--- config.mk ---
export PLATFORM = sky130hd
export DESIGN_NAME = uart_rx_frame_collector
export DESIGN_NICKNAME = d
export VERILOG_FILES = /design/src/rtl/uart_rx_frame_collector_pkg.sv /design/src/rtl/uart_rx_frame_collector_frame_buffer.sv /design/src/rtl/uart_rx_frame_collector.sv
export SDC_FILE = /design/constraint.sdc
export NUM_CORES = 1
export LEC_CHECK = 0
export BUFFER_PORTS_ARGS = -buffer_cell sky130_fd_sc_hd__buf_4
export CAP_MARGIN = 15
export CORE_MARGIN = 2
export CORE_UTILIZATION = 35
export DETAILED_ROUTE_END_ITERATION = 7
export SYNTH_ARGS = -nofsm -noshare
export SYNTH_HDL_FRONTEND = slang
export SYNTH_SLANG_ARGS = --single-unit
--- constraint.sdc ---
create_clock -name clk -period 6.5 [get_ports clk]
set_clock_uncertainty 0.1 [all_clocks]
set_input_delay 0 -clock clk [delete_from_list [all_inputs] [get_ports clk]]
set_output_delay 0 -clock clk [all_outputs]
set_load 0.005 [all_outputs]
--- src/rtl/uart_rx_frame_collector_pkg.sv ---
// Shared definitions for the UART receive frame collector: byte width,
// default frame depth and the collector state encoding.
package uart_rx_frame_collector_pkg;

    localparam int UART_DATA_W   = 8;
    localparam int DEFAULT_DEPTH = 16;

    typedef enum logic [1:0] {
        ST_IDLE    = 2'd0,
        ST_COLLECT = 2'd1,
        ST_DRAIN   = 2'd2
    } state_e;

endpackage

--- src/rtl/uart_rx_frame_collector_frame_buffer.sv ---
// DEPTH x DATA_W byte store: one write port indexed by the fill count and
// one asynchronous read port indexed by the drain pointer.
module uart_rx_frame_collector_frame_buffer
    import uart_rx_frame_collector_pkg::*;
#(
    parameter int DATA_W = UART_DATA_W,
    parameter int DEPTH  = DEFAULT_DEPTH,
    parameter int ADDR_W = $clog2(DEPTH)
) (
    input  logic              clk,
    input  logic              i_wr_en,
    input  logic [ADDR_W-1:0] i_wr_addr,
    input  logic [DATA_W-1:0] i_wr_data,
    input  logic [ADDR_W-1:0] i_rd_addr,
    output logic [DATA_W-1:0] o_rd_data
);

    // Payload storage carries no reset; contents are only read below count.
    logic [DATA_W-1:0] r_mem [DEPTH];

    always_ff @(posedge clk) begin
        if (i_wr_en) begin
            r_mem[i_wr_addr] <= i_wr_data;
        end
    end

    assign o_rd_data = r_mem[i_rd_addr];

endmodule

--- src/rtl/uart_rx_frame_collector.sv ---
// Gathers UART bytes into a frame, closes it on idle timeout or full buffer,
// and drains it as a valid/ready byte stream with a last marker.
module uart_rx_frame_collector
    import uart_rx_frame_collector_pkg::*;
#(
    parameter int DATA_W = UART_DATA_W,
    parameter int DEPTH  = DEFAULT_DEPTH,
    parameter int LEN_W  = 5
) (
    input  logic              clk,
    input  logic              reset,
    input  logic [DATA_W-1:0] rx_data,
    input  logic              rx_valid,
    input  logic              timer_expired,
    output logic              timer_en,
    output logic              timer_clr,
    output logic [DATA_W-1:0] out_data,
    output logic              out_valid,
    input  logic              out_ready,
    output logic              out_last,
    output logic [LEN_W-1:0]  frame_len,
    output logic              overflow
);

    localparam int ADDR_W = $clog2(DEPTH);
    localparam logic [LEN_W-1:0] FULL_CNT = LEN_W'(DEPTH);

    state_e           r_state;
    state_e           w_state_nxt;
    logic [LEN_W-1:0] r_count;
    logic [LEN_W-1:0] w_count_nxt;
    logic [LEN_W-1:0] r_rd_ptr;
    logic [LEN_W-1:0] w_rd_ptr_nxt;
    logic             r_timer_clr;
    logic             w_timer_clr_nxt;
    logic             r_overflow;
    logic             w_overflow_nxt;
    logic             w_wr_en;
    logic             w_last;
    logic [LEN_W-1:0] w_count_inc;
    logic [DATA_W-1:0] w_rd_data;

    uart_rx_frame_collector_frame_buffer #(
        .DATA_W (DATA_W),
        .DEPTH  (DEPTH),
        .ADDR_W (ADDR_W)
    ) u_frame_buffer (
        .clk       (clk),
        .i_wr_en   (w_wr_en),
        .i_wr_addr (r_count[ADDR_W-1:0]),
        .i_wr_data (rx_data),
        .i_rd_addr (r_rd_ptr[ADDR_W-1:0]),
        .o_rd_data (w_rd_data)
    );

    assign w_count_inc = r_count + LEN_W'(1);
    assign w_last      = (r_state == ST_DRAIN) && (r_rd_ptr == r_count - LEN_W'(1));

    always_comb begin
        w_state_nxt     = r_state;
        w_count_nxt     = r_count;
        w_rd_ptr_nxt    = r_rd_ptr;
        w_timer_clr_nxt = 1'b0;
        w_overflow_nxt  = 1'b0;
        w_wr_en         = 1'b0;
        case (r_state)
            ST_IDLE: begin
                if (rx_valid) begin
                    w_wr_en         = 1'b1;
                    w_count_nxt     = LEN_W'(1);
                    w_timer_clr_nxt = 1'b1;
                    w_state_nxt     = ST_COLLECT;
                end
            end
            ST_COLLECT: begin
                // A fresh byte beats a coincident timeout; a timeout seen while
                // the restart pulse is still out is stale and ignored.
                if (rx_valid) begin
                    w_wr_en         = 1'b1;
                    w_count_nxt     = w_count_inc;
                    w_timer_clr_nxt = 1'b1;
                    if (w_count_inc == FULL_CNT) begin
                        w_state_nxt = ST_DRAIN;
                    end
                end else if (timer_expired && !r_timer_clr) begin
                    w_state_nxt = ST_DRAIN;
                end
            end
            ST_DRAIN: begin
                w_overflow_nxt = rx_valid;
                if (out_ready) begin
                    if (w_last) begin
                        w_state_nxt     = ST_IDLE;
                        w_count_nxt     = '0;
                        w_rd_ptr_nxt    = '0;
                        w_timer_clr_nxt = 1'b1;
                    end else begin
                        w_rd_ptr_nxt = r_rd_ptr + LEN_W'(1);
                    end
                end
            end
            default: begin
                w_state_nxt  = ST_IDLE;
                w_count_nxt  = '0;
                w_rd_ptr_nxt = '0;
            end
        endcase
    end

    always_ff @(posedge clk) begin
        if (!reset) begin
            r_state     <= ST_IDLE;
            r_count     <= '0;
            r_rd_ptr    <= '0;
            r_timer_clr <= 1'b0;
            r_overflow  <= 1'b0;
        end else begin
            r_state     <= w_state_nxt;
            r_count     <= w_count_nxt;
            r_rd_ptr    <= w_rd_ptr_nxt;
            r_timer_clr <= w_timer_clr_nxt;
            r_overflow  <= w_overflow_nxt;
        end
    end

    // Hold the external timer cleared for as long as this block is in reset.
    assign timer_clr = r_timer_clr | ~reset;
    assign timer_en  = (r_state == ST_COLLECT);
    assign out_valid = (r_state == ST_DRAIN);
    assign out_data  = w_rd_data;
    assign out_last  = w_last;
    assign frame_len = (r_state == ST_DRAIN) ? r_count : '0;
    assign overflow  = r_overflow;

endmodule

== Yosys cells after proc, flatten, opt, wreduce, memory -nomap -nowiden ==
Memory sizes are Yosys's and may differ from the RTL's. A register that Yosys moved wholly into a read port is not among the register bits.
Index checks and enable logic that the tools add are counted.

* Memories: 1
* Output and inout port bits: 18
* Flip-flop bits (word level): 14
* Bits of input ports: 13
* Logic and storage cells: 56
* Bits in writable memories: 128

{| class="wikitable"
|+ Memories
! memory !! words !! width !! read ports !! clocked after Yosys merged registers in !! write ports !! line !! source
|-
| u_frame_buffer.r_mem || 16 || 8 || 1 || 1 || 1 || uart_rx_frame_collector_frame_buffer.sv:19 || <nowiki>logic [DATA_W-1:0] r_mem [DEPTH];</nowiki>
|}

* Eq/ne operators: 10
* Muxes and demuxes: 25
* Bitwise logic cells: 3
* Reductions and logical operators: 9
* Add/subtract/negate cells: 3

{| class="wikitable"
|+ Operators by type and width
! cell !! number
|-
| 5-bit two-way mux || 7
|-
| 5-bit case mux with 3 select lines || 1
|-
| 2-bit two-way mux || 6
|-
| 5-bit by 1-bit adder with 5-bit output (second input constant) || 2
|-
| 5-bit case mux with 2 select lines || 1
|-
| 4-bit two-way mux || 2
|-
| 1-bit two-way mux || 6
|-
| 3-bit by 2-bit inequality test with 1-bit output (second input constant) || 2
|-
| 2-bit case mux with 3 select lines || 1
|-
| 5-bit == test || 1
|-
| 5-bit == test (second input constant) || 1
|-
| 5-bit AND reduction || 1
|-
| 5-bit by 1-bit subtractor with 5-bit output (second input constant) || 1
|-
| 2-bit by 1-bit inequality test with 1-bit output (second input constant) || 2
|-
| 2-bit inequality test (second input constant) || 2
|-
| 2-bit AND reduction || 2
|-
| 4-bit AND reduction || 1
|-
| 2-bit by 1-bit == test with 1-bit output (second input constant) || 1
|-
| 2-bit == test (second input constant) || 1
|-
| 1-bit logical AND || 2
|-
| 2-bit logical NOT || 1
|-
| 1-bit NOT || 2
|-
| 1-bit case mux with 2 select lines || 1
|-
| 2-bit OR reduction || 1
|-
| 2 further kinds || 2
|}

== Longest topological paths before layout ==
* Depth after elaboration: 8
* Gate-level depth with buffers: 7
* Gate-level depth less buffers: 7

== By module ==
A second synthesis with hierarchy kept.

* Cells, all modules: 350
* Area, all modules: 6,028.3 um^2

{| class="wikitable"
|+ Modules (own cells, without submodules)
! module !! cells each !! sequential area each (um^2) !! instances !! area an instance (um^2)
|-
| uart_rx_frame_collector_frame_buffer || 221 || 3,843.7 || 1 || 4,987.3
|-
| uart_rx_frame_collector || 129 || 280.3 || 1 || 1,041.0
|}

== Worst setup path after synthesis ==
No wires, ideal clock.

* Path kind: register to register
* Start: register r_count[0]
* End: register r_count[2]
* Clock period less this slack: 2.299 ns
* Path buffers: 0
* Slack: 4.201 ns
* Cell stages (with the launch flop): 8
* Library setup time: 0.117 ns
* Required time: 6.283 ns
* Data arrival time: 2.082 ns
* Cell sequence: dfxtp_1 -> inv_1 -> ha_1 -> nor2b_1 -> or3_4 -> a311oi_4 -> a21oi_2 -> a32o_1

* Word-level cells in the longest chain between the ends: 5
* Elaborated cells on any way between the ends: 8
* Classes of those cells: 2 x add/sub; 2 x eq/ne; 2 x mux; 2 x reduce/logical

{| class="wikitable"
|+ Ends and longest elaborated chain
! element !! line !! source
|-
| start, declared || uart_rx_frame_collector.sv:30 || <nowiki>logic [LEN_W-1:0] r_count;</nowiki>
|-
| start signal, assigned || uart_rx_frame_collector.sv:119 || <nowiki>r_count <= w_count_nxt;</nowiki>
|-
| 5-bit by 1-bit subtractor with 5-bit output || uart_rx_frame_collector.sv:57 || <nowiki>assign w_last = (r_state == ST_DRAIN) && (r_rd_ptr == r_count - LEN_W'(1));</nowiki>
|-
| 5-bit == test || uart_rx_frame_collector.sv:57 ||
|-
| 1-bit logical AND || uart_rx_frame_collector.sv:57 ||
|-
| 2-bit by 1-bit inequality test with 1-bit output (no line) || -- ||
|-
| 4-bit AND reduction (no line) || -- ||
|}

Parallel ways exist; a longest one is shown, timed or not. The select of a mux whose other input is x is not followed.
A chain may end at the register's enable or synchronous reset.

== Worst setup path after layout ==
* Start: register r_count[0]
* End: register r_state[1]

* Word-level cells in the longest chain between the ends: 5
* Elaborated cells on any way between the ends: 8
* Classes of those cells: 2 x add/sub; 4 x eq/ne; 2 x reduce/logical

{| class="wikitable"
|+ Ends and longest elaborated chain
! element !! line !! source
|-
| 5-bit by 1-bit subtractor with 5-bit output || uart_rx_frame_collector.sv:57 ||
|-
| 5-bit == test || uart_rx_frame_collector.sv:57 ||
|-
| 1-bit logical AND || uart_rx_frame_collector.sv:57 ||
|-
| 2-bit by 1-bit inequality test with 1-bit output (no line) || -- ||
|-
| 5-bit AND reduction (no line) (*) || -- ||
|-
| end signal, assigned || uart_rx_frame_collector.sv:118 || <nowiki>r_state <= w_state_nxt;</nowiki>
|-
| end, declared || uart_rx_frame_collector.sv:28 || <nowiki>state_e r_state;</nowiki>
|}

Every way passes the cells marked *; elsewhere a longest branch is shown, timed or not.

==> results.md <==
* Final wirelength at 11700 um
* Hold WC Path Type: in2reg
* CTS tree: yes
* FF+latch count, synth at 146
* Startpoint types: flop
* Die width at 135 um
* Worst slack at placement at 3.87 ns
* Final min period at 3.10 ns
* Post-Syn Area per Cell at 17.9 um2
* Die area at 18200 um2
* CTS Buf Count at 17
* Leading cell type in the layout, fill and taps excluded: edfxtp_1
* # diodes at 0
* Vias per inst at 5.05
* Max transition margin at 37.4%
* Final setup violation count at 0
* PortBufs at 30
* First-pass GRT wire length at 18800 um
* Clock tree sinks at 146
* I/O Pins at 31
* WP data arrival at 3.30 ns
* Core ar. at 16600 um2
* Dpl hpwl at 7750 um
* Commonest non-fill, non-tap cells in the layout: edfxtp_1, mux4_2, buf_4
* Ys Warns at 0
* Post-route ant nets at 0
* Vias in the first global route at 3307
* Highest Signal Layer: met4
* Static Leak at 2.29 nW
* GRT Util Overall at 14.1%
* Standard-cell row count at 47
* R2R Setup Slk at 3.40 ns
* Slowest cell on the critical path: dlygate4sd3_1
* Slew @ Worst Pin at 0.935 ns
* Reg2Reg Launch Point: r_count[0]$_SDFFE_PN0P_
* Ys flop type: edfxtp_1
* Gate Count Post-Synth at 335
* H-tree depth at 4
* Maximum fanout along the worst path at 10
* PD cells at 282 nW/um2
* Cell count of the worst reg-to-reg path at 8
* Drt drc at 0
* Fin crit share at 47.7%
* CP Cell Sequence: inv_1 -> ha_1 -> nor2b_1 -> or3_4 -> a311oi_4 -> a21oi_2 -> o21a_1 -> dlygate4sd3_1
* Bufs on Longest Clock Path at 2
* Syn_nets at 354
* M1 wire length at 5580 um
* Vias at 3134
* Peak VDD IR at 0.000213 V
* Initial core utilization at 36.0%
* Status: finished, final reports clean
* Iteration count of the initial detailed-routing pass at 7
* Sum Neg Setup Slack at 0 ns
* Largest net degree at the start of global routing at 33
* Synthesis-to-layout area growth at 20.0%
* Layout cells sized above 1 at 28.7%
* Final-report hold violation count at 0
* Fmax at 0.323 GHz
* Final WS setup at 3.40 ns
* Setup Fix Bufs, Post-CTS at 0
* Fin. max-slew vios at 0
* Die Y at 135 um
* RSZ-0062 raised after global routing: no
* Post-cts sizing count at 0
* Root Driver: clkbuf_16
* CP Capture Point: r_state[1]$_SDFFE_PN0P_
* Yosys cell types at 43
* Iteration-0 DRC count of the detailed router at 246
* Post-synth EDFFs at 128
* Worst reg2reg path endpoint: r_state[1]$_SDFFE_PN0P_
* WL/cell at 18.9 um
* CP max stage delay at 0.55 ns
* Async set or reset register ratio after synthesis at 0%
* Critical Path Sink Type: flop
* Gr ovfl total at 0
* Register area share after synthesis at 70.3%
* WS Path Type: reg2reg
* Clock transition at path regs at 0.06 ns
* Setup crit start: r_count[0]$_SDFFE_PN0P_
* CTS Hold Bufs at 16
* Met3 WL at 390 um
* Fin util at 43.1%
* RePlAce Congestion at 0.830
* Worst-Skew Late Latency at 0.41 ns
* Syn Std Cell Area at 5980 um2
* Final #Nets at 407
* Routed wl met2 at 5610 um
* Initial antenna violation count at 0
* Max Cap Viol at 0
* WP data required at 6.70 ns
==> layer usage <==
metal / vias to the layer above / track usage (%)
li1: 1448 / -
met1: 1605 / 19.4
met2: 74 / 22.1
met3: 7 / 3.72
met4: 0 / 4.04
met5: - / 0
==> layout make-up <==
type	instances	area, um2
tap	220	275
multi-input combinational	163	1680
sequential	146	4210
timing repair buffer	52	430
inverter	8	30.0
clock buffer	18	429
clock inverter	13	135
fill	1477	9460
==> how the worst min path moves through the flow <==
stage,start,endpoint,slack [ns],depth (start not counted)
6_report,rx_data[7],u_frame_buffer.r_mem[4][7]$_DFFE_PP_,0.33,2
5_1_grt,rx_data[7],u_frame_buffer.r_mem[15][7]$_DFFE_PP_,0.35,2
2_1_floorplan,rx_data[0],u_frame_buffer.r_mem[0][0]$_DFFE_PP_,-0.001,0
4_1_cts,rx_data[7],u_frame_buffer.r_mem[15][7]$_DFFE_PP_,0.33,2
3_3_place_gp,rx_data[7],u_frame_buffer.r_mem[4][7]$_DFFE_PP_,0.20,1
3_5_place_dp,rx_data[7],u_frame_buffer.r_mem[4][7]$_DFFE_PP_,0.21,1
==> flip-flops by register name, summed over array words and instances (netlist names), named ones only <==
register / flops
r_timer_clr: 1
u_frame_buffer.r_mem: 128
r_state: 2
overflow: 1
r_rd_ptr: 5
r_count: 5
==> metrics by stage <==
stage	instance area [um2]	hold WS (ns)	std cells	power [mW]
6_report	7180	0.334	620	2.02
5_1_grt	7180	0.347	620	2.09
4_1_cts	7180	0.327	620	2.04
3_5_place_dp	6460	0.206	573	1.11
3_3_place_gp	6460	0.195	573	1.11
2_1_floorplan	5980	-0.00113	335	1.08
==> worst max-delay path: cells and delay by family, from the launching register on <==
kind / cells / cell delay, ns
buffers and inverters: 2 / 0.69
AO/OA/AOI/OAI: 3 / 0.93
AND/OR/NAND/NOR: 2 / 0.50
adder cells (fa/ha/maj): 1 / 0.26
flip-flops: 1 / 0.51
==> cells by family (layout without fill, tap and decap cells) <==
| kind of cell | after synthesis | in the layout | share of synthesized area (%) |
|---|---|---|---|
| AND/OR/NAND/NOR | 76 | 76 | 6.52 |
| AO/OA/AOI/OAI | 36 | 36 | 4.43 |
| adder cells (fa/ha/maj) | 6 | 6 | 1.25 |
| XOR/XNOR | 5 | 5 | 0.732 |
| buffers and inverters | 26 | 91 | 1.74 |
| flip-flops | 146 | 146 | 70.3 |
| multiplexers | 40 | 40 | 15.1 |
==> cell usage after synthesis (3+ instances only) <==
master      n  area share (%)
xnor2_1     3            0.44
nor2b_1     4            0.42
edfxtp_1  128              64
buf_2       5            0.42
mux4_2     40              15
nor2_1     20             1.3
clkbuf_1   11            0.69
o21ai_0     7            0.59
a32o_1      3            0.50
nor3_1      7            0.59
nand3_1     4            0.33
a21oi_1     8            0.67
inv_1       8            0.50
nand2b_1    6            0.63
dfxtp_1    18             6.0
ha_1        6             1.3
nand2_1    17             1.1
==> where the power goes <==
part	total, mW	switching, mW	internal, mW
combinational	0.0684	0.0365	0.0319
sequential	1.03	0.00425	1.03
clock	0.925	0.364	0.561
(Power assumes the default switching activity.)
